### config.mk
export PLATFORM = sky130hd
export DESIGN_NAME = wb_merge
export DESIGN_NICKNAME = d
export VERILOG_FILES = /design/src/rtl/wb_merge.sv
export SDC_FILE = /design/constraint.sdc
export NUM_CORES = 1
export LEC_CHECK = 0
export CORE_MARGIN = 10
export CORE_UTILIZATION = 54
export DETAILED_ROUTE_END_ITERATION = 7
export PLACE_DENSITY = 0.81
export SETUP_SLACK_MARGIN = 0.5
export SLEW_MARGIN = 10
export SYNTH_ARGS = -nofsm -noshare
export SYNTH_HDL_FRONTEND = slang
export SYNTH_SLANG_ARGS = --single-unit
### constraint.sdc
create_clock -name clk -period 3 [get_ports clk]
set_input_delay 0.3 -clock clk [delete_from_list [all_inputs] [get_ports clk]]
set_output_delay 0.3 -clock clk [all_outputs]
set_load 0.02 [all_outputs]
### src/rtl/wb_merge.sv
// wb_merge - write-back merge stage in front of the register file write port.
//
// Merges the in-order pipeline write-back stream with results from long-latency
// units (mul/div, load miss). Aux results are buffered in an in-order FIFO and
// written out whenever the pipeline has no write of its own.
// The pipeline always has priority.
//
// Ports:
//   clk, rst_n         clock, synchronous active-low reset
//   pipe_wr_en/num/data pipeline write-back request (never backpressured)
//   aux_valid/ready     aux result handshake; aux_num/aux_data carry the result
//   wr_en/num/data      registered register-file write
//   busy                per-register mask of aux writes pending in the FIFO
//   fifo_count          FIFO occupancy 0..DEPTH
//   pipe_stall          asks upstream to hold off pipe writes so the FIFO drains
//   waw_err             1-cycle pulse: a pipe write hit a register still busy
module wb_merge #(
    parameter int DEPTH      = 4,
    parameter int DW         = 32,
    parameter int STARVE_MAX = 8
) (
    input  logic                     clk,
    input  logic                     rst_n,
    input  logic                     pipe_wr_en,
    input  logic [4:0]               pipe_wr_num,
    input  logic [DW-1:0]            pipe_wr_data,
    input  logic                     aux_valid,
    output logic                     aux_ready,
    input  logic [4:0]               aux_num,
    input  logic [DW-1:0]            aux_data,
    output logic                     wr_en,
    output logic [4:0]               wr_num,
    output logic [DW-1:0]            wr_data,
    output logic [31:0]              busy,
    output logic [$clog2(DEPTH):0]   fifo_count,
    output logic                     pipe_stall,
    output logic                     waw_err
);

    localparam int AW = $clog2(DEPTH);
    localparam int CW = $clog2(STARVE_MAX + 1);
    localparam logic [AW:0]   FULL_CNT   = (AW + 1)'(DEPTH);
    localparam logic [CW-1:0] STARVE_LIM = CW'(STARVE_MAX);

    logic [AW-1:0]   rd_ptr;
    logic [AW-1:0]   wr_ptr;
    logic [AW:0]     count;
    logic [DEPTH-1:0] slot_valid;
    logic [4:0]      num_mem  [DEPTH];
    logic [DW-1:0]   data_mem [DEPTH];
    logic [CW-1:0]   starve;

    logic pipe_req;
    logic push;
    logic pop;

    // Handshake and FIFO control. aux_ready depends on occupancy only, so a
    // full FIFO refuses a push even when a pop frees a slot the same cycle.
    always_comb begin
        pipe_req  = pipe_wr_en && (pipe_wr_num != '0);
        aux_ready = (count < FULL_CNT);
        // r0 results complete the handshake but are never stored.
        push      = aux_valid && aux_ready && (aux_num != '0);
        pop       = !pipe_req && (count != '0);
    end

    // Busy mask built from per-slot valid bits rather than pointer arithmetic.
    always_comb begin
        busy = '0;
        for (int unsigned i = 0; i < DEPTH; i++) begin
            if (slot_valid[i]) begin
                busy[num_mem[i]] = 1'b1;
            end
        end
        busy[0] = 1'b0;
    end

    always_comb begin
        fifo_count = count;
        pipe_stall = (starve == STARVE_LIM);
    end

    // FIFO bookkeeping; pointers wrap naturally since DEPTH is a power of two.
    always_ff @(posedge clk) begin
        if (!rst_n) begin
            rd_ptr     <= '0;
            wr_ptr     <= '0;
            count      <= '0;
            slot_valid <= '0;
        end else begin
            if (push) begin
                wr_ptr             <= wr_ptr + 1'b1;
                slot_valid[wr_ptr] <= 1'b1;
            end
            if (pop) begin
                rd_ptr             <= rd_ptr + 1'b1;
                slot_valid[rd_ptr] <= 1'b0;
            end
            case ({push, pop})
                2'b10:   count <= count + 1'b1;
                2'b01:   count <= count - 1'b1;
                default: count <= count;
            endcase
        end
    end

    // Storage needs no reset: slot_valid and count gate every read.
    always_ff @(posedge clk) begin
        if (push) begin
            num_mem[wr_ptr]  <= aux_num;
            data_mem[wr_ptr] <= aux_data;
        end
    end

    // Registered write port; wr_num/wr_data hold when nothing is written.
    always_ff @(posedge clk) begin
        if (!rst_n) begin
            wr_en   <= 1'b0;
            wr_num  <= '0;
            wr_data <= '0;
            waw_err <= 1'b0;
        end else begin
            waw_err <= pipe_req && busy[pipe_wr_num];
            if (pipe_req) begin
                wr_en   <= 1'b1;
                wr_num  <= pipe_wr_num;
                wr_data <= pipe_wr_data;
            end else if (pop) begin
                wr_en   <= 1'b1;
                wr_num  <= num_mem[rd_ptr];
                wr_data <= data_mem[rd_ptr];
            end else begin
                wr_en   <= 1'b0;
            end
        end
    end

    // Counts cycles the FIFO head has waited; saturates at the stall threshold.
    always_ff @(posedge clk) begin
        if (!rst_n) begin
            starve <= '0;
        end else if ((count == '0) || pop) begin
            starve <= '0;
        end else if (starve != STARVE_LIM) begin
            starve <= starve + 1'b1;
        end
    end

endmodule
==> metrics.md, run 1 <==
| Metric | Value |
|---|---|
| Total Wirelength | `28000 um` |
| Placed Area | `11200 sq um` |
| Slew HR | `0.264` |
| CTS Buf Count | `21` |
| Routed len/inst | `roughly 25 um` |
| Area Growth Syn to Fin | `33.5%` |
| Detailed Routing Iterations Pass 1 | `6` |
| Cell variety after synth | `73` |
| Critical path class | `register to output port` |
| Yosys top cell by area | `edfxtp_1` |
| Layout cells sized above 1 | `0.260` |
| Core area | `17200 sq um` |
| HP Class | `input port to register` |
| Pwr Density | `approximately 740 nW/um^2` |
| Remaining DRCs | `0` |
| Worst VDD drop | `605 uV` |
| Post-Syn Area | `9400 sq um` |
| Die ar. | `23100 sq um` |
| Largest stage delay, worst path | `about 0.44 ns` |
| Count leader, synth | `edfxtp_1` |
| GRT Overall Usage | `0.233` |
| Buf/Inv on CP | `3` |
| Count of final hold-check violations | `0` |
| TritonCTS clock tree | `done` |
| Placer Congestion | `0.913` |
| # setup viols final | `0` |
| Non-Filler Instances | `1118` |
| WP data arrival | `2.19 ns` |
| Seq cells post-synth | `204` |
| Initial Utilization | `0.547` |
| Worst-Margin Slew | `1.10 ns` |
| Number of top-level pins | `around 150` |
| Diode count | `0` |
| Number of global-route vias before repair | `7316` |
| Number of H-tree levels | `1` |
| Cell mode on critical path | `buf_4` |
| Worst EP required | `2.70 ns` |
| Routed vias | `6932` |
| FMAX | `approximately 400 MHz` |
| Placed cell count | `1018` |
| Row cnt | `48` |
| Syn Area/Cell | `14.2 sq um` |
| HPWL after DPL | `18800 um` |
| Sink Count | `204` |
| DIE WIDTH | `152 um` |
| Critical path peak fanout | `4` |
| R2r setup slk | `0.54 ns` |
| Asr flop ratio synth | `0` |
| Setup_tns | `0 ns` |
| EDFF count, synth | `148` |
| Most instantiated cells after synthesis | `edfxtp_1, dfxtp_1, nand2_1, mux2i_1, mux4_2` |
| Fill cells | `~1.1k` |
| DRT iter0 DRCs | `721` |
| First-pass GRT wire length | `43600 um` |
| Ys Warns | `0` |
| Synthesized net count | `751` |
| Post-CTS Hold Buffers | `0` |
| Clock Tree Buf Depth | `3` |
| Post-synthesis sequential area ratio | `0.592` |
| Final Cell Area | `between 10000 and 15000 sq um` |
| Clock Latency Late Sink | `0.50 ns` |
| Initial antenna violation count | `1` |
| Largest net degree at the start of global routing | `74` |
| Period utilization | `0.829` |
| Critical path's slowest cell | `edfxtp_1` |
| Clock-pin slew on the worst setup and hold paths | `around 0.06 ns` |
| Syn Inst Count | `661` |
| Final nets | `968` |
| Number of nets with antenna violations after routing | `0` |
| Root buffer selected by CTS | `clkbuf_16` |
| Max-slew violations | `0` |
| Critical path, cell by cell | `buf_4, buf_4, nand3b_1, o22ai_1, a221o_1, dlygate4sd2_1` |
| Largest delay contributor family on the critical path | `buffers and inverters` |
| Gr ovfl total | `0` |
| Synth Flop Type | `edfxtp_1` |
| Worst Setup Start Kind | `register` |
| Crit end category | `output port` |
| DIE HEIGHT | `152 um` |
| Largest cells by area after synthesis | `edfxtp_1, dfxtp_1, mux4_2` |
| RSZ-0062 raised after global routing | `no` |
| Clock Skews | `0.0191 ns` |
| Drt via density | `6.20` |
| Port buffer count | `152` |
| Synth top area share | `0.473` |
| Fin crit period | `about 2.5 ns` |
| Max_cap viols | `0` |
| Lkg Pwr | `4.93 nW` |
| Run status | `finished clean` |
## area by class of cell
| cell class | count | area, sq um | area share |
|---|---|---|---|
| clock buffers | 22 | 539 | 0.0430 |
| repair buffers | 241 | 2140 | 0.171 |
| flip-flops and latches | 204 | 5570 | 0.444 |
| well taps | 225 | 282 | 0.0225 |
| inverters | 15 | 56.3 | 0.00449 |
| clock inverters | 16 | 223 | 0.0178 |
| multi-input cells | 395 | 3730 | 0.297 |
## stage by stage
stage / worst slack (ns) / utilization / hold slack, ns / total power [mW]
2_1_floorplan: 0.574 / - / 0.399 / 5.43
3_3_place_gp: 0.0780 / 0.654 / 0.487 / 6.30
3_5_place_dp: -0.0493 / 0.654 / 0.513 / 6.39
4_1_cts: 0.213 / 0.722 / 0.135 / 9.32
5_1_grt: 0.476 / 0.730 / 0.149 / 9.69
6_report: 0.513 / 0.730 / 0.139 / 9.29
## metal layers
| layer | vias to the layer above | share of wire | GRT usage |
|---|---|---|---|
| li1 | 3053 | - | - |
| met1 | 3439 | 0.40 | 0.293 |
| met2 | 368 | 0.49 | 0.391 |
| met3 | 70 | 0.082 | 0.0556 |
| met4 | 2 | 0.031 | 0.0706 |
| met5 | - | 0.00046 | 0 |
## placed cells by master (no fill, tap or decap), types with 5 or more instances in the layout
master	count
a221o_1	8
a211o_1	5
o211a_1	36
nor2b_1	5
clkbuf_16	21
clkdlybuf4s15_2	5
nor2_1	19
nand3b_1	12
and2_1	7
buf_4	86
nand2_1	52
dlygate4sd2_1	5
dfxtp_1	52
ha_1	10
or3b_4	5
o22ai_1	10
xnor2_1	5
mux4_2	38
clkbuf_2	13
a21oi_1	6
mux2i_1	43
edfxtp_1	148
a22oi_1	12
o221ai_2	6
clkdlybuf4s50_1	119
bufinv_16	5
or3_1	6
inv_1	13
nand3_1	6
o21ai_0	7
## cells by family after synthesis
family / synth area share
fa+ha+maj: 0.0168
simple gates: 0.0978
compound gates: 0.116
buf+inv: 0.0297
flops: 0.592
mux: 0.141
other cells: 0.000399
xor+xnor: 0.00653
## registers in the layout, indices dropped and copies added (netlist names), named ones only
register	flops
data_mem	128
fifo_count	3
num_mem	20
rd_ptr	2
slot_valid	4
starve	4
waw_err	1
wr_data	32
wr_en	1
wr_num	5
wr_ptr	2
## power by group
group / internal, mW / switching (mW)
clock: 1.75 / 1.08
sequential: 3.44 / 0.273
combinational: 1.36 / 1.38
## worst register-to-register path, stage by stage, from the launching register on
cell	delay, ns
edfxtp_1	0.44
buf_4	0.19
buf_4	0.13
nand3b_1	0.15
o22ai_1	0.10
a221o_1	0.34
mux4_2	0.49
a2111o_1	0.38
o2111a_1	0.15
## path summary, 6_finish.rpt
| kind | start | end | cells after the start |
|---|---|---|---|
| worst max-delay path | num_mem[3][2]$_DFFE_PP_ | busy[15] | 6 |
| worst min-delay path | rst_n | wr_num[4]$_SDFFE_PN0P_ | 2 |
| worst max register to register | num_mem[3][2]$_DFFE_PP_ | waw_err$_SDFF_PN0_ | 8 |
| worst min register to register | starve[3]$_SDFFE_PP0N_ | starve[3]$_SDFFE_PP0N_ | 2 |
## timing repair
item                       4_1_cts  5_1_grt
setup endpoints to repair       32       31
buffers inserted                45       17
gates resized for setup         74       46
pin swaps                        3        6
No activity file was read; power rests on OpenSTA's default activity.
==> run 2, diff against run 1 <==
- clock period: 3 -> 2.3 ns (I/O delays scaled with it)
==> metrics.md, run 2 (same netlist as run 1, synthesis figures left out) <==
| Metric | Value |
|---|---|
| Layout Utilization | `0.793` |
| Setup_tns | `-0.236 ns` |
| Clock Power Share | `0.285` |
| Clock-pin slew on the worst setup and hold paths | `0.07 ns` |
| Number of H-tree levels | `1` |
| Initial antenna violation count | `1` |
| Worst EP required | `roughly 2.7 ns` |
| Failing checks | `negative setup slack` |
| DIE WIDTH | `152 um` |
| Placed cell count | `1072` |
| RR Startpoint | `num_mem[1][3]$_DFFE_PP_` |
| Flop pwr share | `0.385` |
| Period utilization | `1.05` |
| Area of the multi-input gates | `4110 sq um` |
| Max-slew violations | `0` |
| Hold_ws | `0.0325 ns` |
| Crit end category | `register` |
| # setup viols final | `6` |
| Sink Count | `204` |
| RSZ-0062 raised after global routing | `yes` |
| Number of global-route vias before repair | `7658` |
| Count of final hold-check violations | `0` |
| Worst VDD drop | `~940 uV` |
| DRT iter0 DRCs | `approximately 520` |
| Critical path class | `register to register` |
| Root buffer selected by CTS | `clkbuf_16` |
| Worst Setup Start Kind | `register` |
| Routed vias | `7161` |
| Crit path launch | `num_mem[1][3]$_DFFE_PP_` |
| P_sw | `3.71 mW` |
| Layout cells sized above 1 | `0.383` |
| HPWL after DPL | `20000 um` |
| Internal | `8.74 mW` |
| TritonCTS clock tree | `done` |
| Most frequent cells in the layout | `edfxtp_1, clkdlybuf4s50_1, buf_4` |
| CTS Buf Count | `21` |
| Number of flip-flops in the largest register | `128` |
| WP data arrival | `2.77 ns` |
| Fin crit period | `~2.4 ns` |
| Critical path peak fanout | `4` |
| FF/Latch Area | `5580 sq um` |
| Number of nets with antenna violations after routing | `0` |
| Fill cells | `between 900 and 1k` |
| Biggest regs | `data_mem x128, wr_data x32, num_mem x20` |
| Non-Filler Instances | `1178` |
| Drt via density | `6.08` |
| Initial Utilization | `0.547` |
| Total Wirelength | `30200 um` |
| Post-CTS Hold Buffers | `0` |
| DIE HEIGHT | `152 um` |
| Hold_sp | `aux_num[0]` |
| Final WS setup | `-0.108 ns` |
| Net switching fraction of the power | `0.298` |
| FMAX | `415 MHz` |
| Remaining DRCs | `0` |
| Reg with most FFs | `data_mem` |
| Row cnt | `48` |
| HP Class | `input port to register` |
| Gate power share | `0.330` |
| Die ar. | `23100 sq um` |
| Run status | `finished, violations left` |
| Number of top-level pins | `154` |
| Gr ovfl total | `0` |
| Clock Tree Buf Depth | `3` |
| Area Growth Syn to Fin | `45.0%` |
| Core area | `17200 sq um` |
| Clock Skews | `0.0137 ns` |
| Max_cap viols | `0` |
| GRT Overall Usage | `0.247` |
| Routed len/inst | `25.6 um` |
| Most common cell after layout, fill and taps aside | `edfxtp_1` |
| Largest net degree at the start of global routing | `74` |
| Clock Latency Late Sink | `0.49 ns` |
| Final nets | `1028` |
| Lkg Pwr | `5.33 nW` |
| First-pass GRT wire length | `around 46000 um` |
| Port buffer count | `152` |
| Detailed Routing Iterations Pass 1 | `5` |
| Pwr Density | `914 nW/um^2` |
| Placer Congestion | `0.900` |
| Setup WS pre-CTS | `-0.428 ns` |
==> run 2: final cells by class <==
cell class / instances / area share
flip-flops and latches: 204 / 0.410
multi-input cells: 397 / 0.302
repair buffers: 299 / 0.210
clock buffers: 27 / 0.0424
well taps: 225 / 0.0207
clock inverters: 10 / 0.0107
inverters: 15 / 0.00432
diodes: 1 / 0.000184
==> run 2: metrics by stage <==
stage               total power [mW]  instance area, sq um
floorplan                       7.15                  9470
global placement                8.44                 11700
detailed placement              8.59                 11700
CTS                             12.4                 13200
global route                    12.9                 13600
finish                          12.5                 13600
==> run 2: worst paths after layout <==
kind                                                end  slack (ns)  cells past startpoint
worst min register to register   starve[3]$_SDFFE_PP0N_        0.53                      2
worst max-delay path                 waw_err$_SDFF_PN0_       -0.11                      7
worst max register to register       waw_err$_SDFF_PN0_       -0.11                      7
worst min-delay path            num_mem[2][0]$_DFFE_PP_        0.03                      2
==> run 2: worst max-delay path: stages (launching register included) <==
cell	delay, ns
edfxtp_1	0.42
buf_4	0.16
nor3b_2	0.15
buf_4	0.16
a221o_1	0.33
mux4_2	0.51
a2111o_1	0.42
o2111a_1	0.14
==> run 2: power by group through the flow <==
stage / Clock (mW) / Combinational [mW] / Sequential, mW
after floorplan: 0 / 2.23 / 4.92
after global placement: 0 / 3.64 / 4.80
after detailed placement: 0 / 3.74 / 4.85
after CTS: 3.59 / 4.03 / 4.78
after global routing: 3.72 / 4.38 / 4.83
final: 3.55 / 4.11 / 4.79
==> run 2: metal layers <==
layer | vias up | global-route usage | share of wire
met5 | - | 0 | 0
met4 | 0 | 0.0821 | 0.033
met3 | 74 | 0.0596 | 0.072
met2 | 339 | 0.426 | 0.51
met1 | 3573 | 0.296 | 0.39
li1 | 3175 | - | -
==> run 2: repair_timing <==
item | 4_1_cts | 5_1_grt
buffers inserted | 52 | 14
resized for setup | 289 | 81
endpoints found under the setup margin | 78 | 81
pin swaps | 35 | 38
gates cloned | 0 | 2
==> run 3, diff against run 2 <==
- MAX_ROUTING_LAYER: unset -> met4
==> metrics.md, run 3 (same netlist as run 1, synthesis figures left out) <==
| Metric | Value |
|---|---|
| Number of global-route vias before repair | `7544` |
| Clock Tree Buf Depth | `3` |
| Critical path peak fanout | `4` |
| Lkg Pwr | `about 5.3 nW` |
| Worst Setup Start Kind | `register` |
| Critical path class | `register to register` |
| Total Wirelength | `30200 um` |
| Reg with most FFs | `data_mem` |
| Core area | `17200 sq um` |
| Routed len/inst | `25.6 um` |
| Biggest regs | `data_mem x128, wr_data x32, num_mem x20` |
| Count of final hold-check violations | `0` |
| DIE HEIGHT | `about 150 um` |
| Worst-Margin Slew | `0.607 ns` |
| Final WS setup | `-0.0577 ns` |
| Largest net degree at the start of global routing | `74` |
| Number of flip-flops in the largest register | `128` |
| CTS Buf Count | `21` |
| Most frequent cells in the layout | `edfxtp_1, clkdlybuf4s50_1, buf_4` |
| Drt via density | `6.17` |
| Row cnt | `48` |
| HP Class | `input port to register` |
| TritonCTS clock tree | `done` |
| Run status | `finished, violations left` |
| R2r setup slk | `-0.06 ns` |
| Slew HR | `0.595` |
| Failing checks | `negative setup slack` |
| Setup_tns | `-0.131 ns` |
| Crit end category | `register` |
| Remaining DRCs | `0` |
| Period utilization | `1.03` |
| Gr ovfl total | `0` |
| HPWL after DPL | `20000 um` |
| Area Growth Syn to Fin | `45.3%` |
| Number of top-level pins | `154` |
| Placer Congestion | `0.908` |
| Max_cap viols | `0` |
| Clock Skews | `~0.020 ns` |
| Pwr Total | `approximately 12 mW` |
| Port buffer count | `152` |
| Root buffer selected by CTS | `clkbuf_16` |
| Number of nets with antenna violations after routing | `0` |
| Final nets | `1029` |
| Die ar. | `roughly 23000 sq um` |
| Routed vias | `7274` |
| WP data arrival | `2.73 ns` |
| Initial Utilization | `0.547` |
| Number of H-tree levels | `1` |
| RSZ-0062 raised after global routing | `yes` |
| Layout cells sized above 1 | `0.383` |
| DRT iter0 DRCs | `650` |
| Pwr Density | `899 nW/um^2` |
| Most common cell after layout, fill and taps aside | `edfxtp_1` |
| First-pass GRT wire length | `46000 um` |
| Worst VDD drop | `approximately 860 uV` |
| Clock-pin slew on the worst setup and hold paths | `0.06 ns` |
| FMAX | `about 420 MHz` |
| Initial antenna violation count | `1` |
| Max-slew violations | `0` |
| Setup crit end | `waw_err$_SDFF_PN0_` |
| Crit path launch | `num_mem[3][2]$_DFFE_PP_` |
| # setup viols final | `4` |
| GRT Overall Usage | `0.256` |
| Worst EP required | `2.67 ns` |
| Sink Count | `roughly 200` |
| R2R depth | `7` |
| Detailed Routing Iterations Pass 1 | `6` |
| Worst R2R End | `waw_err$_SDFF_PN0_` |
| Clock Latency Late Sink | `around 0.5 ns` |
| RR Startpoint | `num_mem[3][2]$_DFFE_PP_` |
| Fin crit period | `2.36 ns` |
| DIE WIDTH | `152 um` |
==> run 3: worst min path at each step <==
| stage | depth (start not counted) | slack (ns) | from | end |
|---|---|---|---|---|
| global route | 2 | 0.03 | aux_num[0] | num_mem[2][0]$_DFFE_PP_ |
| floorplan | 0 | 0.33 | aux_data[0] | data_mem[0][0]$_DFFE_PP_ |
| finish | 2 | 0.02 | aux_num[0] | num_mem[2][0]$_DFFE_PP_ |
| detailed placement | 2 | 0.54 | starve[3]$_SDFFE_PP0N_ | starve[3]$_SDFFE_PP0N_ |
| global placement | 2 | 0.49 | starve[3]$_SDFFE_PP0N_ | starve[3]$_SDFFE_PP0N_ |
| CTS | 2 | 0.01 | aux_num[0] | num_mem[2][0]$_DFFE_PP_ |
==> run 3: power by group <==
group / total [mW] / internal [mW] / switching, mW
combinational: 4.11 / 2.03 / 2.08
clock: 3.39 / 2.01 / 1.38
sequential: 4.77 / 4.50 / 0.276
total: 12.3 / 8.54 / 3.74
==> run 3: worst max-delay path, stage by stage (launching register included) <==
cell	delay [ns]
edfxtp_1	0.46
buf_4	0.19
nand3b_1	0.13
o22ai_1	0.11
a221o_1	0.30
mux4_2	0.48
a2111o_1	0.40
o2111a_1	0.15
==> run 3: repair_timing <==
action,CTS,global route
hold endpoints to repair,0,0
buffers inserted,49,19
pin swaps,39,43
hold buffers,0,0
cloned,0,1
resized for setup,327,55
setup endpoints to repair,77,56
==> run 3: stage by stage <==
stage / worst slack (ns) / hold WS [ns] / cells / cell area, sq um / utilization
floorplan: 0.0299 / 0.329 / 661 / 9470 / -
global placement: -0.380 / 0.488 / 1072 / 11700 / 0.681
detailed placement: -0.456 / 0.544 / 1072 / 11700 / 0.681
CTS: -0.0855 / 0.0146 / 1158 / 13300 / 0.774
global route: -0.0957 / 0.0259 / 1179 / 13700 / 0.795
finish: -0.0577 / 0.0231 / 1179 / 13700 / 0.795
==> run 3: area by class of cell <==
cell class | count | area (sq um)
repair buffers | 301 | 2900
clock buffers | 29 | 586
multi-input cells | 396 | 4150
well taps | 225 | 282
clock inverters | 8 | 100
flip-flops and latches | 204 | 5580
inverters | 15 | 56.3
diodes | 1 | 2.50
fillers | 984 | 3520
==> run 3: per-layer routing <==
metal,vias to the layer above,wire (um),track usage
li1,3173,-,-
met1,3650,11900,0.312
met2,371,15000,0.423
met3,80,2360,0.0596
met4,0,941,0.0688
met5,-,0,-
